## src/rtl/uart_rx.sv

```systemverilog
// uart_rx: oversampling (16x) UART receiver, 8N1 by default.
// Define UART_RX_PARITY_EN to receive 8E1 frames and expose RxD_parity_err.
// The serial input is double-flopped, a 16x baud tick is derived from clk,
// and every bit is sampled at its middle by a single FSM.
module uart_rx #(
   parameter int unsigned CLK_FREQ = 100000000,
   parameter int unsigned BAUD     = 115200
) (
   input  logic       clk,
   input  logic       rst,
   input  logic       RxD,
   output logic [7:0] RxD_data,
   output logic       RxD_data_ready,
   output logic       RxD_frame_err,
`ifdef UART_RX_PARITY_EN
   output logic       RxD_parity_err,
`endif
   output logic       RxD_busy
);

   // Oversample divider: one tick every DIV clk (never less than 1).
   localparam int unsigned DIV     = CLK_FREQ / (BAUD * 16);
   localparam int unsigned DIV_EFF = (DIV == 0) ? 1 : DIV;
   localparam int unsigned DIV_W   = (DIV_EFF > 1) ? $clog2(DIV_EFF) : 1;

   // Tick counts inside one bit: 8th tick is mid start bit, 16th is next mid-bit.
   localparam logic [3:0] TICK_MID  = 4'd7;
   localparam logic [3:0] TICK_LAST = 4'd15;

`ifdef UART_RX_PARITY_EN
   typedef enum logic [2:0] {
      ST_IDLE      = 3'd0,
      ST_START     = 3'd1,
      ST_DATA      = 3'd2,
      ST_PARITY    = 3'd3,
      ST_STOP      = 3'd4,
      ST_WAIT_HIGH = 3'd5
   } state_t;
`else
   typedef enum logic [2:0] {
      ST_IDLE      = 3'd0,
      ST_START     = 3'd1,
      ST_DATA      = 3'd2,
      ST_STOP      = 3'd4,
      ST_WAIT_HIGH = 3'd5
   } state_t;
`endif

   state_t             state_q;
   logic               rx_meta_q;
   logic               rx_sync_q;
   logic [DIV_W-1:0]   div_cnt_q;
   logic [DIV_W-1:0]   div_cnt_d;
   logic               tick_c;
   logic [3:0]         tick_cnt_q;
   logic [2:0]         bit_idx_q;
   logic [7:0]         shift_q;
   logic [7:0]         data_q;
   logic               ready_q;
   logic               ferr_q;
   logic               busy_q;
`ifdef UART_RX_PARITY_EN
   logic               par_bit_q;
   logic               perr_q;
`endif

   // Two-flop synchroniser for the asynchronous line; idles (and resets) high.
   always_ff @(posedge clk) begin
      if (rst) begin
         rx_meta_q <= 1'b1;
         rx_sync_q <= 1'b1;
      end else begin
         rx_meta_q <= RxD;
         rx_sync_q <= rx_meta_q;
      end
   end

   // Divider next value; held at zero in IDLE so each frame starts a fresh tick phase.
   always_comb begin
      div_cnt_d = div_cnt_q;
      tick_c    = 1'b0;
      if (state_q == ST_IDLE) begin
         div_cnt_d = '0;
      end else if (div_cnt_q == DIV_W'(DIV_EFF - 1)) begin
         div_cnt_d = '0;
         tick_c    = 1'b1;
      end else begin
         div_cnt_d = div_cnt_q + DIV_W'(1);
      end
   end

   // Divider register.
   always_ff @(posedge clk) begin
      if (rst) begin
         div_cnt_q <= '0;
      end else begin
         div_cnt_q <= div_cnt_d;
      end
   end

   // Receive FSM with registered data, pulse and busy outputs.
   always_ff @(posedge clk) begin
      if (rst) begin
         state_q    <= ST_IDLE;
         tick_cnt_q <= '0;
         bit_idx_q  <= '0;
         shift_q    <= '0;
         data_q     <= '0;
         ready_q    <= 1'b0;
         ferr_q     <= 1'b0;
         busy_q     <= 1'b0;
`ifdef UART_RX_PARITY_EN
         par_bit_q  <= 1'b0;
         perr_q     <= 1'b0;
`endif
      end else begin
         ready_q <= 1'b0;
         ferr_q  <= 1'b0;
`ifdef UART_RX_PARITY_EN
         perr_q  <= 1'b0;
`endif
         case (state_q)
            ST_IDLE: begin
               tick_cnt_q <= '0;
               bit_idx_q  <= '0;
               if (!rx_sync_q) begin
                  state_q <= ST_START;
                  busy_q  <= 1'b1;
               end
            end

            // Confirm the start bit at its middle; a high line there is a glitch.
            ST_START: begin
               if (tick_c) begin
                  if (tick_cnt_q == TICK_MID) begin
                     tick_cnt_q <= '0;
                     bit_idx_q  <= '0;
                     if (rx_sync_q) begin
                        state_q <= ST_IDLE;
                        busy_q  <= 1'b0;
                     end else begin
                        state_q <= ST_DATA;
                     end
                  end else begin
                     tick_cnt_q <= tick_cnt_q + 4'd1;
                  end
               end
            end

            // Sample each data bit at its middle, LSB first.
            ST_DATA: begin
               if (tick_c) begin
                  tick_cnt_q <= tick_cnt_q + 4'd1;
                  if (tick_cnt_q == TICK_LAST) begin
                     shift_q[bit_idx_q] <= rx_sync_q;
                     if (bit_idx_q == 3'd7) begin
`ifdef UART_RX_PARITY_EN
                        state_q <= ST_PARITY;
`else
                        state_q <= ST_STOP;
`endif
                     end else begin
                        bit_idx_q <= bit_idx_q + 3'd1;
                     end
                  end
               end
            end

`ifdef UART_RX_PARITY_EN
            // Capture the parity bit at its middle.
            ST_PARITY: begin
               if (tick_c) begin
                  tick_cnt_q <= tick_cnt_q + 4'd1;
                  if (tick_cnt_q == TICK_LAST) begin
                     par_bit_q <= rx_sync_q;
                     state_q   <= ST_STOP;
                  end
               end
            end
`endif

            // Mid stop bit: deliver the byte or flag a framing error.
            // Leaving here at mid-bit leaves half a bit to catch a back-to-back start.
            ST_STOP: begin
               if (tick_c) begin
                  tick_cnt_q <= tick_cnt_q + 4'd1;
                  if (tick_cnt_q == TICK_LAST) begin
                     if (rx_sync_q) begin
                        data_q  <= shift_q;
                        ready_q <= 1'b1;
`ifdef UART_RX_PARITY_EN
                        perr_q  <= ^{shift_q, par_bit_q};
`endif
                        state_q <= ST_IDLE;
                        busy_q  <= 1'b0;
                     end else begin
                        ferr_q  <= 1'b1;
                        state_q <= ST_WAIT_HIGH;
                     end
                  end
               end
            end

            // Hold off after a framing error until the line is released.
            ST_WAIT_HIGH: begin
               if (rx_sync_q) begin
                  state_q <= ST_IDLE;
                  busy_q  <= 1'b0;
               end
            end

            default: begin
               state_q <= ST_IDLE;
               busy_q  <= 1'b0;
            end
         endcase
      end
   end

   assign RxD_data       = data_q;
   assign RxD_data_ready = ready_q;
   assign RxD_frame_err  = ferr_q;
   assign RxD_busy       = busy_q;
`ifdef UART_RX_PARITY_EN
   assign RxD_parity_err = perr_q;
`endif

endmodule

```

## config.mk

```make
export PLATFORM = sky130hd
export DESIGN_NAME = uart_rx
export DESIGN_NICKNAME = d
export VERILOG_FILES = /design/src/rtl/uart_rx.sv
export SDC_FILE = /design/constraint.sdc
export NUM_CORES = 1
export LEC_CHECK = 0
export ABC_CLOCK_PERIOD_IN_PS = 1610
export CORE_ASPECT_RATIO = 0.8
export CORE_UTILIZATION = 50
export DETAILED_ROUTE_END_ITERATION = 10
export GPL_TIMING_DRIVEN = 0
export PLACE_DENSITY = 0.78
export RECOVER_POWER = 25
export SYNTH_ARGS = -nofsm -noshare
export SYNTH_HDL_FRONTEND = slang
export SYNTH_SLANG_ARGS = --single-unit
```

## constraint.sdc

```tcl
create_clock -name clk -period 1.61 [get_ports clk]
set_clock_uncertainty 0.05 [all_clocks]
set_input_delay 0.4025 -clock clk [delete_from_list [all_inputs] [get_ports clk]]
set_output_delay 0.4025 -clock clk [all_outputs]
set_load 0.05 [all_outputs]
```

* Yosys cells after proc, flatten, opt, wreduce, memory -nomap -nowiden *
Cells that the tools add are included.

word-level totals
  output and inout bits = 11
  input bits = 3
  logic and storage cells = 88
  bits in read-only memories = 0
  bits in latches = 0
  memories kept = 0
  memory bits (writable) = 0
  flip-flop bits (word level) = 37

cells by class
  reduce and logical (&&, ||, !) cells = 13
  multiply operators = 0
  muxes and demuxes = 36
  div/mod/pow operators = 0
  $add $sub $neg = 3
  bitwise operators = 4
  equal/unequal tests = 19
  shift-type cells = 0
  magnitude comparators = 2

operators by type and width
  cell                                                  count
  2-to-1 mux 3 bit                                      15
  != test 2 bit (second input constant)                 10
  one-hot mux 3 bit (5 select lines)                    1
  2-to-1 mux 4 bit                                      3
  one-hot mux 4 bit (3 select lines)                    1
  AND reduction 6 bit                                   2
  2-to-1 mux 1 bit                                      11
  equality test 3 bit (second input constant)           3
  one-hot mux 3 bit (3 select lines)                    1
  AND reduction 9 bit                                   1
  bitwise mux 8 bit                                     1
  adder 6 x 1 -> 6 bit (second input constant)          1
  equality test 6 bit (second input constant)           1
  AND reduction 3 bit                                   2
  nonzero test 3 bit                                    2
  one-hot mux 1 bit (5 select lines)                    1
  adder 4 x 1 -> 4 bit (second input constant)          1
  equality test 4 x 3 -> 1 bit (second input constant)  1
  equality test 4 bit (second input constant)           1
  < comparator 3 x 4 -> 1 bit (second input constant)   1
  NOT 1 bit                                             4
  AND reduction 4 bit                                   1
  OR reduction 4 bit                                    1
  adder 3 x 1 -> 3 bit (second input constant)          1
  other kinds (10)                                      10

* Longest topological paths before layout *
Gate-level depths: netlist of run 1.

  depth after elaboration = 5
  gate-level depth with buffers = 8
  depth with buffers taken out = 6

* Worst setup path after synthesis of run 1 *
OpenSTA, ideal clock, no wires.

  path kind = register to register
  start = register state_q[1]
  end = register state_q[0]
  arrival = 1.547 ns
  path buffers = 2
  library setup time = 0.121 ns
  stages on the path, launching flop included = 7
  required time = 1.439 ns
  setup slack = -0.108 ns
  period minus slack after synthesis = 1.718 ns
  cell sequence = dfxtp_1 > buf_4 > or3b_1 > clkbuf_2 > o21a_2 > o211ai_1 > mux2_2

between the ends
  word-level cells in the longest chain between the ends = 4
  elaborated cells between the ends (all ways) = 17
  those cells by class = 13 x eq/ne; 2 x mux; 2 x reduce/logical

RTL lines
  element                               RTL line  text
  start: declaration                    49        state_t state_q;
  start signal: assignment              104       state_q <= ST_IDLE;
  start signal: assignment              127       state_q <= ST_START;
  start signal: assignment              139       state_q <= ST_IDLE;
  logical NOT 3 bit                     82, 122
  2-to-1 mux 1 bit                      82        if (state_q == ST_IDLE) begin
  != test 2 bit (no source line)        -
  AND reduction 9 bit (no source line)  -

Parallel ways exist; a longest one is shown, timed or not.
A chain may end at the register's enable or synchronous reset.

* Worst setup path in the final report of run 1 *
  start = register state_q[2]
  end = register state_q[0]

Same word-level chain as after synthesis.

==> summary.txt, run 1 <==
Critical path
  • Crit. End Element: register
  • Crit path kind: register to register
  • Worst-path cell with the longest stage delay: or3b_4
  • Startpoint Class: register
  • CP Max Fanout: 5
  • Crit-path cells: or3b_4 > o21a_4 > o211ai_1 > mux2_2
  • CP bufs+invs: 0
  • Worst path arrival time: 1.82 ns
  • CP top delay family: simple AND/OR/NAND/NOR gates
  • Worst Path Required: 1.75 ns
  • Critical path's largest stage delay: 0.44 ns

Timing
  • RSZ-0062 raised after global routing: true
  • Final setup fails: 8
  • Final hold vios: 0
  • Max Transition Viols Final: 0
  • Peak Freq: 0.593 GHz
  • Slew HR: 67.5%
  • Final period util: 105%
  • Fin worst setup slack: -0.0749 ns
  • Measured slew at the worst slew-check pin: 0.490 ns
  • Minimum clock period: 1.68 ns

Clock network
  • CTS Buf Count: 5
  • Max Root-Sink Buffers: 2
  • Worst-path clk slew: 0.07 ns
  • CTS tree: yes
  • CTS root buffer: clkbuf_8
  • H-Tree Depth: 2
  • Clock Latency Late Sink: 0.29 ns
  • TritonCTS sink count: 37

Floorplanning
  • Area of the die: 4020 um2
  • Die H: 56.9 um
  • Site row count: 19
  • Die Span X: 70.7 um
  • Core footprint: 3520 um2
  • Initial Util: 53.6%
  • I/O Pins: 14

Yosys
  • Synth Flop Type: dfxtp_1
  • FF+latch count, synth: 37
  • Asr flop ratio synth: 0%
  • Net Count, Synth: 220
  • Synth cell types: 55
  • Syn Std Cell Area: 1890 um2
  • Synth warnings: 0
  • Post-synth EDFFs: 0
  • Post-synthesis average cell area: 8.89 um2
  • Cells after Synth: 212
  • Sequential area share after synthesis: 39.3%

Worst hold path
  • Hold WC Path Type: register to register

Placement
  • HPWL after DPL: 2920 um
  • Placed cell count: 267
  • PortBufs: 13
  • Placed cell area: 2090 um2
  • Final Wtd Congestion: 0.887

Power and ir drop
  • Power Total: 2.63 mW
  • Pwr Density: 1050 nW/um2
  • P_leak: 1.02 nW
  • Peak VDD IR: 0.000754 V

Global route
  • Total global routing track utilization: 25.3%
  • GRT Residual Overflow: 0
  • First-pass GRT wire length: 7690 um
  • Initial antenna violation count: 0
  • Largest net degree at the start of global routing: 12
  • Vias in the first global route: 1617

Detailed routing
  • Pre-Repair DR Iteration Count: 5
  • WL/cell: 17.1 um
  • DRT iter0 DRCs: 188
  • Via count: 1817
  • Via density: 6.35
  • Antenna viol nets, final: 0
  • Remaining DRCs: 0
  • Final wirelength: 4890 um

Outcome
  • Status: complete, but fails checks
  • Failing checks: setup timing

Cells and area
  • Area growth, synth to finish: 33.2%
  • Final core utilization: 71.4%
  • Antenna cells: 0
  • Fillers: 245
  • Non-filler cells, final: 286
  • Layout cells sized above 1: 33.2%
  • Layout net count: 251
  • Fin area: 2510 um2

Job
  • Max cap viols: 0
[per-layer routing]
| metal | wire length (um) | up-vias | global-route usage (%) |
|---|---|---|---|
| met5 | 0 | - | 0 |
| met4 | 103 | 0 | 10.6 |
| met3 | 315 | 15 | 8.62 |
| met2 | 2160 | 81 | 36.5 |
| met1 | 2310 | 874 | 34.8 |
| li1 | - | 847 | - |
[cells in the mapped netlist (3+ instances only)]
master / number / area (um2)
nor2_1: 26 / 97.6
nand2_1: 9 / 33.8
nand4_1: 7 / 43.8
a211oi_1: 3 / 22.5
ha_1: 5 / 62.6
dfxtp_1: 37 / 741
o211ai_1: 5 / 37.5
o31ai_1: 4 / 30.0
and3_1: 4 / 25.0
mux2i_1: 12 / 120
nor3_1: 4 / 20.0
buf_2: 5 / 25.0
xnor2_1: 4 / 35.0
nand2b_1: 5 / 31.3
inv_1: 4 / 15.0
clkbuf_1: 8 / 30.0
nand3_1: 10 / 50.1
or2_2: 3 / 18.8
o21a_1: 3 / 22.5
a21oi_1: 10 / 50.1
[placed cells by master, fill, tap and decap left out, types with 3 or more instances in the layout]
master / n
clkdlybuf4s15_1: 6
nand3_1: 9
dfxtp_2: 6
o21a_1: 3
nor3_1: 3
mux2i_1: 12
ha_1: 3
dfxtp_1: 27
or2_2: 3
inv_1: 3
clkbuf_2: 9
nor2_1: 25
buf_4: 14
dfxtp_4: 4
a21oi_1: 10
o211ai_1: 5
xnor2_1: 4
nand2_1: 9
clkbuf_8: 7
nand4_1: 7
nand2b_1: 4
[sequential cells by signal (all words and copies together) (netlist names)]
signal	count
RxD_busy	1
RxD_data	8
RxD_data_ready	1
RxD_frame_err	1
bit_idx_q	3
div_cnt_q	6
rx_meta_q	1
rx_sync_q	1
shift_q	8
state_q	3
tick_cnt_q	4
[path summary, 6_finish.rpt]
kind	start	to	slack, ns	depth (start not counted)
setup reg to reg	state_q[2]$_SDFFE_PP0P_	state_q[0]$_SDFFE_PP0P_	-0.07	4
setup / recovery	state_q[2]$_SDFFE_PP0P_	state_q[0]$_SDFFE_PP0P_	-0.07	4
hold reg to reg	rx_meta_q$_SDFF_PP1_	rx_sync_q$_SDFF_PP1_	0.36	1
hold / removal	rx_meta_q$_SDFF_PP1_	rx_sync_q$_SDFF_PP1_	0.36	1
[what timing repair did]
| item | in CTS | in global routing |
|---|---|---|
| resized for setup | 40 | 46 |
| pin swaps | 5 | 11 |
| endpoints found under the setup margin | 42 | 38 |
| setup buffers | 7 | 8 |
| cloned | 1 | 0 |
| hold buffers | 0 | 0 |
[where the power goes]
| part | switching [mW] | internal, mW |
|---|---|---|
| combinational | 0.453 | 0.432 |
| clock | 0.326 | 0.387 |
| sequential | 0.0627 | 0.967 |
[kinds of logic (layout without fill, tap and decap cells)]
kind of cell,Yosys count,after routing,share of synthesized area (%)
muxes,13,13,6.97
xor gates and xnor gates,6,6,2.79
AOI/OAI and AO/OA,50,50,20.0
and+or+nand+nor,80,81,22.4
buffers and inverters,21,52,5.18
adders and majority gates,5,5,3.32
DFF,37,37,39.3
[cell type report]
class                           count  area, um2  area share, %
Sequential cell                    37        763           30.4
Clock buffer                        7       96.3           3.84
Buffer                             11       68.8           2.74
Clock inverter                      1       5.00          0.199
Tap cell                           42       52.6           2.09
Timing Repair Buffer               28        238           9.47
Inverter                            5       20.0          0.797
Multi-Input combinational cell    155       1270           50.5
[through the flow]
stage	TNS, ns	hold slack, ns	worst slack, ns
2_1_floorplan	-0.0792	0.339	-0.0792
3_3_place_gp	-12.00	0.342	-0.463
3_5_place_dp	-12.40	0.348	-0.479
4_1_cts	-0.258	0.365	-0.114
5_1_grt	-1.68	0.376	-0.126
6_report	-0.204	0.362	-0.0749
(Power assumes the default switching activity.)
==> run 2, diff against run 1 <==
PLACE_DENSITY = 0.71   (was 0.78)
==> run 2 against run 1 <==
Net effect: the flow still finishes with violations (setup timing); die area unchanged; worst setup slack got worse by 0.23 ns; maximum frequency decreased by 12%; clock-buffer cell count decreased by 2; routed wire length increased by 27%; critical endpoint is now shift_q[0]$_SDFFE_PP0P_; largest cell class unchanged; highest routed layer unchanged.
==> summary.txt, run 2 (same netlist as run 1, synthesis figures left out) <==
Critical path
  • CP bufs+invs: 2
  • Critical path's largest stage delay: 0.40 ns
  • Startpoint Class: register
  • CP Max Fanout: 6
  • Crit path kind: register to register
  • Crit. End Element: register
  • Worst-path cell with the longest stage delay: o41ai_2
  • Worst Path Required: 1.72 ns
  • Worst path arrival time: 2.02 ns
  • CP top delay family: compound AO/OA/AOI/OAI gates
  • Critical path's most frequent cell: buf_6
  • Crit-path cells: buf_6 > nor3b_4 > buf_6 > nand4_2 > o41ai_2 > a21oi_1

Floorplanning
  • Die Span X: 70.7 um
  • Die H: 56.9 um
  • Area of the die: 4020 um2
  • Site row count: 19
  • Core footprint: 3520 um2
  • Initial Util: 53.6%
  • I/O Pins: 14

Global route
  • GRT Residual Overflow: 0
  • Total global routing track utilization: 27.8%
  • First-pass GRT wire length: 8510 um
  • Largest net degree at the start of global routing: 13
  • Initial antenna violation count: 0
  • Vias in the first global route: 1725

Outcome
  • Status: complete, but fails checks
  • Failing checks: setup timing

Placement
  • PortBufs: 13
  • Final Wtd Congestion: 0.831
  • Placed cell count: 267
  • Placed cell area: 2090 um2
  • HPWL after DPL: 3060 um

Power and ir drop
  • Peak VDD IR: 0.000715 V
  • Internal Power: 2.11 mW
  • Comb power frac: 34.7%
  • Flop pwr share: 33.5%
  • P_leak: 1.07 nW
  • Clock power frac: 31.8%
  • Pwr Density: 1150 nW/um2
  • Sw frac: 32.0%
  • Switch Pwr: 0.989 mW
  • Power Total: 3.10 mW

Cells and area
  • Area growth, synth to finish: 42.4%
  • Final core utilization: 76.3%
  • Non-filler cells, final: 291
  • Layout cells sized above 1: 39.8%
  • Fin area: 2690 um2
  • Commonest cells after routing, fill and taps aside: 27 x dfxtp_1, 24 x nor2_1, 14 x clkbuf_2, 12 x mux2i_1
  • Fillers: 226
  • Antenna cells: 0
  • Layout net count: 256
  • Commonest non-fill, non-tap cell in the layout: dfxtp_1

Detailed routing
  • Via density: 6.59
  • WL/cell: 21.4 um
  • Final wirelength: 6230 um
  • Antenna viol nets, final: 0
  • DRT iter0 DRCs: 350
  • Pre-Repair DR Iteration Count: 4
  • Remaining DRCs: 0
  • Via count: 1919

Timing
  • Fin worst setup slack: -0.302 ns
  • Final period util: 119%
  • RSZ-0062 raised after global routing: true
  • Slew HR: 68.0%
  • Final setup fails: 19
  • Measured slew at the worst slew-check pin: 0.482 ns
  • Minimum clock period: 1.91 ns
  • Max Transition Viols Final: 0
  • Peak Freq: 0.523 GHz
  • Final hold vios: 0

Clock network
  • Worst-path clk slew: 0.08 ns
  • Count of hold-fix buffers inserted at cts: 0
  • Clock Latency Late Sink: 0.30 ns
  • CTS root buffer: clkbuf_8
  • H-Tree Depth: 2
  • TritonCTS sink count: 37
  • CTS Buf Count: 5
  • Max Root-Sink Buffers: 2
  • CTS tree: yes

Worst hold path
  • Hold WC Path Type: register to register

Job
  • Max cap viols: 0
[run 2: cell types whose count changed in the layout (fill, tap and decap cells not counted), moves of 2 or more]
cell	delta
bufinv_16	+2
a21oi_2	+2
buf_4	-5
clkdlybuf4s15_1	-4
nor4_1	+2
clkbuf_2	+5
clkbuf_8	-2
buf_6	+7
buf_12	+2
nor4_2	-2
a21oi_1	-2
[run 2: timing repair]
item,CTS,global route
resized for setup,71,51
cloned,2,0
pin swaps,14,14
buffers inserted,9,9
setup endpoints to repair,41,39
[run 2: worst reg2reg max path: cells and delay by family (launching register included)]
kind | cells | cell delay, ns
buffers and inverters | 2 | 0.28
flip-flops | 1 | 0.33
AND/OR/NAND/NOR | 2 | 0.51
AO/OA/AOI/OAI | 2 | 0.59
[run 2: worst paths after layout]
path / end / slack [ns] / startpoint / cells after the start
worst min-delay path: rx_sync_q$_SDFF_PP1_ / 0.36 / rx_meta_q$_SDFF_PP1_ / 1
worst max register to register: shift_q[0]$_SDFFE_PP0P_ / -0.30 / state_q[1]$_SDFFE_PP0P_ / 6
worst max-delay path: shift_q[0]$_SDFFE_PP0P_ / -0.30 / state_q[1]$_SDFFE_PP0P_ / 6
worst min register to register: rx_sync_q$_SDFF_PP1_ / 0.36 / rx_meta_q$_SDFF_PP1_ / 1
[run 2: layout make-up]
cell class              instances  area, um2  area share (%)
clock inverters                 3       65.1            2.42
inverters                       5       20.0           0.746
plain buffers                  12       90.1            3.36
well taps                      42       52.6            1.96
repair buffers                 32        297            11.0
flip-flops and latches         37        763            28.4
multi-input cells             155       1330            49.5
clock buffers                   5       68.8            2.56
[run 2: power groups by stage]
stage | combinational, mW | clock [mW] | sequential, mW
finish | 1.07 | 0.984 | 1.04
global route | 1.14 | 1.02 | 1.04
CTS | 0.905 | 0.977 | 1.01
detailed placement | 0.631 | 0 | 1.01
global placement | 0.614 | 0 | 1.01
floorplan | 0.501 | 0 | 1.01
[run 2: metal layers]
| layer | wire [um] | GRT usage [%] | part of all wire, % |
|---|---|---|---|
| met5 | 0 | 0 | 0 |
| met4 | 240 | 10.6 | 3.9 |
| met3 | 546 | 8.98 | 8.8 |
| met2 | 2970 | 44.2 | 48 |
| met1 | 2470 | 35.4 | 40 |
[run 2: stage by stage]
stage	hold slack (ns)	worst slack, ns	setup TNS, ns
6_report	0.363	-0.302	-1.35
5_1_grt	0.386	-0.343	-3.13
4_1_cts	0.363	-0.107	-0.879
3_5_place_dp	0.345	-0.488	-12.39
3_3_place_gp	0.349	-0.477	-11.74
2_1_floorplan	0.339	-0.0792	-0.0792
